## config.mk

```make
export PLATFORM = sky130hd
export DESIGN_NAME = vga_pixel_out
export DESIGN_NICKNAME = d
export VERILOG_FILES = /design/src/rtl/vga_pixel_out.sv
export SDC_FILE = /design/constraint.sdc
export NUM_CORES = 1
export LEC_CHECK = 0
export CAP_MARGIN = 25
export CELL_PAD_IN_SITES_DETAIL_PLACEMENT = 0
export CELL_PAD_IN_SITES_GLOBAL_PLACEMENT = 1
export CORE_UTILIZATION = 37
export DETAILED_ROUTE_END_ITERATION = 6
export PLACE_DENSITY_LB_ADDON = 0.1
export SLEW_MARGIN = 20
export SYNTH_ARGS = -nofsm -noshare
export SYNTH_HDL_FRONTEND = slang
export SYNTH_SLANG_ARGS = --single-unit
```

## constraint.sdc

```tcl
create_clock -name Clk -period 2.6 [get_ports Clk]
set_input_delay 0.52 -clock Clk [delete_from_list [all_inputs] [get_ports Clk]]
set_output_delay 0.52 -clock Clk [all_outputs]
set_load 0.01 [all_outputs]
```

## src/rtl/vga_pixel_out.sv

```systemverilog
// VGA scan timing, palette lookup and sync/blank output stage for the frogger renderer.
// Optional `VGA_TEST_PATTERN_EN adds a test_mode input that replaces colorcode with DrawX[9:6] bars.
module vga_pixel_out #(
    parameter int H_VISIBLE = 640,
    parameter int H_FRONT   = 16,
    parameter int H_SYNC    = 96,
    parameter int H_BACK    = 48,
    parameter int V_VISIBLE = 480,
    parameter int V_FRONT   = 10,
    parameter int V_SYNC    = 2,
    parameter int V_BACK    = 33,
    parameter int CLK_DIV   = 2
) (
    input  logic       Clk,
    input  logic       Reset,
    input  logic [5:0] colorcode,
`ifdef VGA_TEST_PATTERN_EN
    input  logic       test_mode,
`endif
    output logic [9:0] DrawX,
    output logic [9:0] DrawY,
    output logic [7:0] VGA_R,
    output logic [7:0] VGA_G,
    output logic [7:0] VGA_B,
    output logic       VGA_HS,
    output logic       VGA_VS,
    output logic       VGA_BLANK_N,
    output logic       VGA_CLK,
    output logic       frame_start
);
    localparam int H_TOTAL = H_VISIBLE + H_FRONT + H_SYNC + H_BACK;
    localparam int V_TOTAL = V_VISIBLE + V_FRONT + V_SYNC + V_BACK;
    localparam int DIV_W   = $clog2(CLK_DIV);

    logic [DIV_W-1:0] div_q, div_d;
    logic [9:0]       hc_q, hc_d, vc_q, vc_d;
    logic [23:0]      rgb_q, rgb_d;
    logic             hs_q, hs_d, vs_q, vs_d, blank_q, blank_d, fs_q, fs_d;

    logic             pix_en, lineEnd, frameEnd, visible, hsActive, vsActive;
    logic [5:0]       palIdx;
    logic [23:0]      palRgb;

    assign pix_en   = (div_q == DIV_W'(CLK_DIV - 1));
    assign lineEnd  = (hc_q == 10'(H_TOTAL - 1));
    assign frameEnd = lineEnd && (vc_q == 10'(V_TOTAL - 1));

    always_comb begin
        div_d = pix_en ? '0 : div_q + DIV_W'(1);
        hc_d  = hc_q;
        vc_d  = vc_q;
        if (pix_en) begin
            if (lineEnd) begin
                hc_d = '0;
                vc_d = (vc_q == 10'(V_TOTAL - 1)) ? '0 : vc_q + 10'd1;
            end else begin
                hc_d = hc_q + 10'd1;
            end
        end
    end

`ifdef VGA_TEST_PATTERN_EN
    assign palIdx = test_mode ? {2'b00, hc_q[9:6]} : colorcode;
`else
    assign palIdx = colorcode;
`endif

    always_comb begin
        case (palIdx)
            6'd0:    palRgb = 24'hFFFFFF;
            6'd1:    palRgb = 24'h000000;
            6'd2:    palRgb = 24'h27B212;
            6'd3:    palRgb = 24'hD80222;
            6'd4:    palRgb = 24'h5DB1F0;
            6'd5:    palRgb = 24'hF1FF0A;
            6'd6:    palRgb = 24'hB2B2B0;
            6'd7:    palRgb = 24'hF27A00;
            6'd8:    palRgb = 24'h663300;
            6'd9:    palRgb = 24'h8600B3;
            6'd10:   palRgb = 24'h000066;
            6'd11:   palRgb = 24'hFFFFFF;
            6'd12:   palRgb = 24'h70F248;
            default: palRgb = 24'h000000;
        endcase
    end

    assign visible  = (hc_q < 10'(H_VISIBLE)) && (vc_q < 10'(V_VISIBLE));
    assign hsActive = (hc_q >= 10'(H_VISIBLE + H_FRONT)) && (hc_q < 10'(H_VISIBLE + H_FRONT + H_SYNC));
    assign vsActive = (vc_q >= 10'(V_VISIBLE + V_FRONT)) && (vc_q < 10'(V_VISIBLE + V_FRONT + V_SYNC));

    // Output stage captures the pixel being scanned now, giving every output the same one-pixel lag.
    always_comb begin
        rgb_d   = rgb_q;
        hs_d    = hs_q;
        vs_d    = vs_q;
        blank_d = blank_q;
        fs_d    = pix_en && frameEnd;
        if (pix_en) begin
            rgb_d   = visible ? palRgb : 24'h000000;
            hs_d    = ~hsActive;
            vs_d    = ~vsActive;
            blank_d = visible;
        end
    end

    always_ff @(posedge Clk) begin
        if (Reset) begin
            div_q   <= '0;
            hc_q    <= '0;
            vc_q    <= '0;
            rgb_q   <= '0;
            hs_q    <= 1'b1;
            vs_q    <= 1'b1;
            blank_q <= 1'b0;
            fs_q    <= 1'b0;
        end else begin
            div_q   <= div_d;
            hc_q    <= hc_d;
            vc_q    <= vc_d;
            rgb_q   <= rgb_d;
            hs_q    <= hs_d;
            vs_q    <= vs_d;
            blank_q <= blank_d;
            fs_q    <= fs_d;
        end
    end

    assign DrawX       = hc_q;
    assign DrawY       = vc_q;
    assign VGA_R       = rgb_q[23:16];
    assign VGA_G       = rgb_q[15:8];
    assign VGA_B       = rgb_q[7:0];
    assign VGA_HS      = hs_q;
    assign VGA_VS      = vs_q;
    assign VGA_BLANK_N = blank_q;
    assign VGA_CLK     = (div_q >= DIV_W'(CLK_DIV / 2));
    assign frame_start = fs_q;
endmodule
```

Yosys cells after proc, flatten, opt, wreduce, memory -nomap -nowiden. Memories as Yosys holds them, arrays and structs flattened. Index checks and enable logic that the tools add are counted.

Add/sub/neg operators: 3. $mul: 0. Div/mod/pow operators: 0. $lt $le $gt $ge: 7. Equal/unequal tests: 2. Shift operators: 0. Mux-type cells: 4. Bitwise logic cells: 2. Reduce and logical (&&, ||, !) cells: 8.

Operator list (count): $mux 24 (2); $add 10x1->10 const B (2); $eq 10x10->1 const B (2); $lt 10x10->1 const B (2); $lt 10x9->1 const B (2); $mux 10 (2); $ge 10x10->1 const B (1); $ge 10x9->1 const B (1); $logic_and 1x1->1 (5); $logic_not 2->1 (1); $not 1->1 (2); $reduce_and 2->1 (1); $reduce_or 2->1 (1); $add 1x1->1 const B (1); $ge 1x1->1 const B (1).

Register bits after elaboration: 49. Bits in latches: 0. Memory bits (writable): 0. Memory bits (read-only): 384. Word-level logic and storage cells: 35. Memories: 1.

Memory list: (name not given) (depth 16, width 24, rd ports 1, clocked after Yosys merged registers in 0, wr ports 0, line 69) `case (palIdx)`.

Longest topological paths before layout.
Word-level depth: 3. Gate-level depth with buffers: 7. Mapped depth without buffers: 6.

Least setup slack after synthesis. Ideal clock, no wire load.

Kind: register to register. Start point: register hc_q[0] (netlist: DrawX[0]). End point: register vc_q[8] (netlist: DrawY[8]). Data arrival time: 1.915 ns. Setup slack: 0.613 ns. Stages on the path, launching flop included: 7. Path buffers: 1. Clock period less this slack: 1.987 ns. Cell sequence: dfxtp_1 > ha_1 > nand4_1 > or3_1 > clkbuf_2 > or4_1 > a21oi_1.

Word-level cells in the longest chain between the ends: 2.

RTL lines: from (decl) (line 36) `logic [9:0] hc_q, hc_d, vc_q, vc_d;`; from (signal assigned) (line 109) `hc_q <= '0;`; from (signal assigned) (line 118) `hc_q <= hc_d;`; $eq 10x10->1 (line 45) `assign lineEnd = (hc_q == 10'(H_TOTAL - 1));`; $reduce_and 2->1 (no source line); to (signal assigned) (line 119) `vc_q <= vc_d;`; to (decl) (line 36).

Every way passes these cells. A chain may end at the register's enable or synchronous reset.

Worst setup path after layout.
Start point: register hc_q[0] (netlist: DrawX[0]). End point: register vc_q[6] (netlist: DrawY[6]).

The elaborated chain is that of the path after synthesis.

==> results_dict.tcl <==
set metrics [dict create \
    grt_max_degree 25 \
    layout_commonest_cell "clkdlybuf4s50_1" \
    hp-start "rgb_q[19]$_SDFFE_PP0P_" \
    synth_fp_nets 295 \
    tightest_slew_ns 0.622 \
    min_to "rgb_q[19]$_SDFFE_PP0P_" \
    die-area_um2 6790 \
    maxUsedRoutingLayer "met4" \
    root_buffer "clkbuf_8" \
    r2r-end "DrawY[6]$_SDFFE_PP0P_" \
    dpl.hpwl_mm 4.40 \
    drt_iter0_drc 84 \
    peakVddDrop_v 0.000279 \
    required_ns 2.77 \
    cts_resized 0 \
    htree_levels 2 \
    synthCells 276 \
    netlist_area_um2 2390 \
    finalHoldViolations 0 \
    die_h_um 82.4 \
    overflow 0 \
    maxSlewViolCount 0 \
    power.leakage_nw 1.10 \
    rsz0062_at_grt "false" \
    final_nets 352 \
    hold_depth 2 \
    worst-r2r-cell-count 5 \
    synth_enable_flop_cells 0 \
    vias 2199 \
    yosys_warnings 0 \
    io_buffer_count 56 \
    clk_pin_slew_ns 0.09 \
    cts_buffers 5 \
    antennaDiodeCount 0 \
    avgRoutedWirePerCell_um 14.8 \
    fmax_ghz 0.447 \
    synth_cell_types 47 \
    final_area_um2 3130 \
    worst_ep_arrival_time_ns 2.41 \
    ant_nets 0 \
    drive_gt1_share_pct 6.61 \
    fin_setup_tns_ns 0 \
    relSlewSlack_pct 58.5 \
    synth_largest_area_cell "dfxtp_1" \
    antenna_found_initial 0 \
    gp_congestion 0.889 \
    critPathCaptureType "flip-flop" \
    status "finished, final reports clean" \
    cts_tree "built" \
    maxCapViolCount 0 \
    wirelength_mm 6.03 \
    area_growth_syn_to_layout_pct 30.8 \
    path_max_fanout 8 \
    start_util_pct 39.5 \
    clock-sinks 48 \
    wl_met2_mm 2.86 \
    reg2reg_setup_slack_ns 0.36 \
    critical_path_class "reg -> reg" \
    die_w_um 82.4 \
    fin_crit_sh_pct 86.0 \
    async_flop_share_pct 0 \
    reg2reg_from "DrawX[0]$_SDFFE_PP0P_" \
    insertion_delay_ns 0.30 \
    grt_pass1_wl_mm 10.0 \
    ys.flop_type "dfxtp_1" \
    min_path_type "reg -> reg" \
    ys_seq_elements 48 \
    core.rowCount 28 \
    seq_area_frac_synth_pct 40.2 \
    core_area_um2 6060 \
    wl_met1_mm 2.79 \
    cts_setup_buffers 0 \
    drc 0 \
    track_usage_pct 19.5 \
    period_needed_ns 2.24 \
    num_io_pins 57 \
    via_per_inst 5.39 \
    grt_pass1_vias 2055 \
    ctsHoldBuffers 0 \
    final.setup_skew_ns 0.0135 \
    cp-start-kind "flip-flop" \
    dr.pass1.iters 4 \
    synth_area_leaders "dfxtp_1 (40%), ha_1 (5.8%), nand2_1 (4.6%)" \
    dr_wl_met3_um 266 \
    syn_avg_cell_area_um2 8.67 \
    p_per_area_nw_per_um2 430 \
    setup_violations 0 \
    nFillCells 599 \
    synth_top_cell_area_share_pct 40.2 \
    placed_area_um2 3050 \
    final_cell_mix "clkdlybuf4s50_1 (56), dfxtp_1 (48), nand2_1 (29)" \
    max-clock-path-buffers 2 \
]
-- state kept, by name, indices dropped and copies added (netlist names) --
signal	cells
div_q	1
DrawX	10
VGA_VS	1
VGA_HS	1
DrawY	10
VGA_BLANK_N	1
frame_start	1
rgb_q	23
-- per-stage QoR --
step | hold slack (ns) | setup slack [ns] | instances | power (mW) | util, %
floorplan | 0.483 | 0.613 | 276 | 0.862 | -
global placement | 0.439 | 0.382 | 401 | 0.936 | 50.4
detailed placement | 0.448 | 0.301 | 401 | 0.935 | 50.4
CTS | 0.469 | 0.361 | 408 | 1.36 | 51.6
global route | 0.490 | 0.182 | 408 | 1.41 | 51.6
finish | 0.463 | 0.365 | 408 | 1.35 | 51.6
-- report_power, final --
| group | total [mW] | switching, mW | internal, mW |
|---|---|---|---|
| logic | 0.161 | 0.0847 | 0.0762 |
| registers | 0.756 | 0.00917 | 0.747 |
| clock network | 0.428 | 0.245 | 0.184 |
-- layout make-up --
cell class | count | area [µm²] | area share (%)
repair buffers | 67 | 643 | 20.6
multi-input cells | 202 | 1320 | 42.2
well taps | 75 | 93.8 | 3.00
flip-flops and latches | 48 | 961 | 30.7
clock inverters | 1 | 5.00 | 0.160
clock buffers | 6 | 72.6 | 2.32
inverters | 9 | 33.8 | 1.08
-- Yosys cell counts, types with 2 or more instances --
cell and number:
a22o_1 6, ha_1 11, o31ai_1 2, nand3_1 10, dfxtp_1 48, or4_1 2, a32o_1 2, nor2_1 16
mux2_2 2, nor4_1 5, xnor2_1 10, and3_1 2, inv_1 9, or3_1 3, clkbuf_1 13, nor2b_1 2
a21oi_1 13, xor2_1 4, o21ai_0 21, a22oi_1 2, mux2i_1 3, and4_1 2, a21boi_0 4, nand4_1 7
nor3_1 14, nand4b_1 4, nand2b_1 9, a31oi_1 2, a21o_1 2, nand2_1 29
-- per-layer routing --
metal	GRT usage, %	up-vias
met3	3.74	9
met1	25.1	1028
li1	-	1104
met2	32.3	58
met5	0	-
met4	7.02	0
-- worst max path at each step --
stage | end | cells past startpoint | startpoint
2_1_floorplan | DrawY[8]$_SDFFE_PP0P_ | 6 | DrawX[0]$_SDFFE_PP0P_
3_5_place_dp | rgb_q[20]$_SDFFE_PP0P_ | 7 | colorcode[1]
6_report | DrawY[6]$_SDFFE_PP0P_ | 5 | DrawX[0]$_SDFFE_PP0P_
3_3_place_gp | rgb_q[15]$_SDFFE_PP0P_ | 7 | colorcode[1]
4_1_cts | DrawY[6]$_SDFFE_PP0P_ | 5 | DrawX[0]$_SDFFE_PP0P_
5_1_grt | DrawY[7]$_SDFFE_PP0P_ | 5 | DrawX[0]$_SDFFE_PP0P_
-- logic make-up (layout without fill, tap and decap cells) --
kind of cell / Yosys count / after routing / share of synthesized area [%]
buf+inv: 26 / 83 / 4.65
fa+ha+maj: 11 / 11 / 5.75
mux: 6 / 6 / 3.14
flops: 48 / 48 / 40.2
xor+xnor: 14 / 14 / 5.13
compound gates: 60 / 60 / 16.0
simple gates: 111 / 111 / 25.2
-- worst max-delay path: stages (launching register included) --
cell	delay (ns)
dfxtp_1	0.42
ha_1	0.24
nand4_1	0.29
or3_1	0.49
o21bai_1	0.55
nor2_1	0.11
No activity file was read; power rests on OpenSTA's default activity.
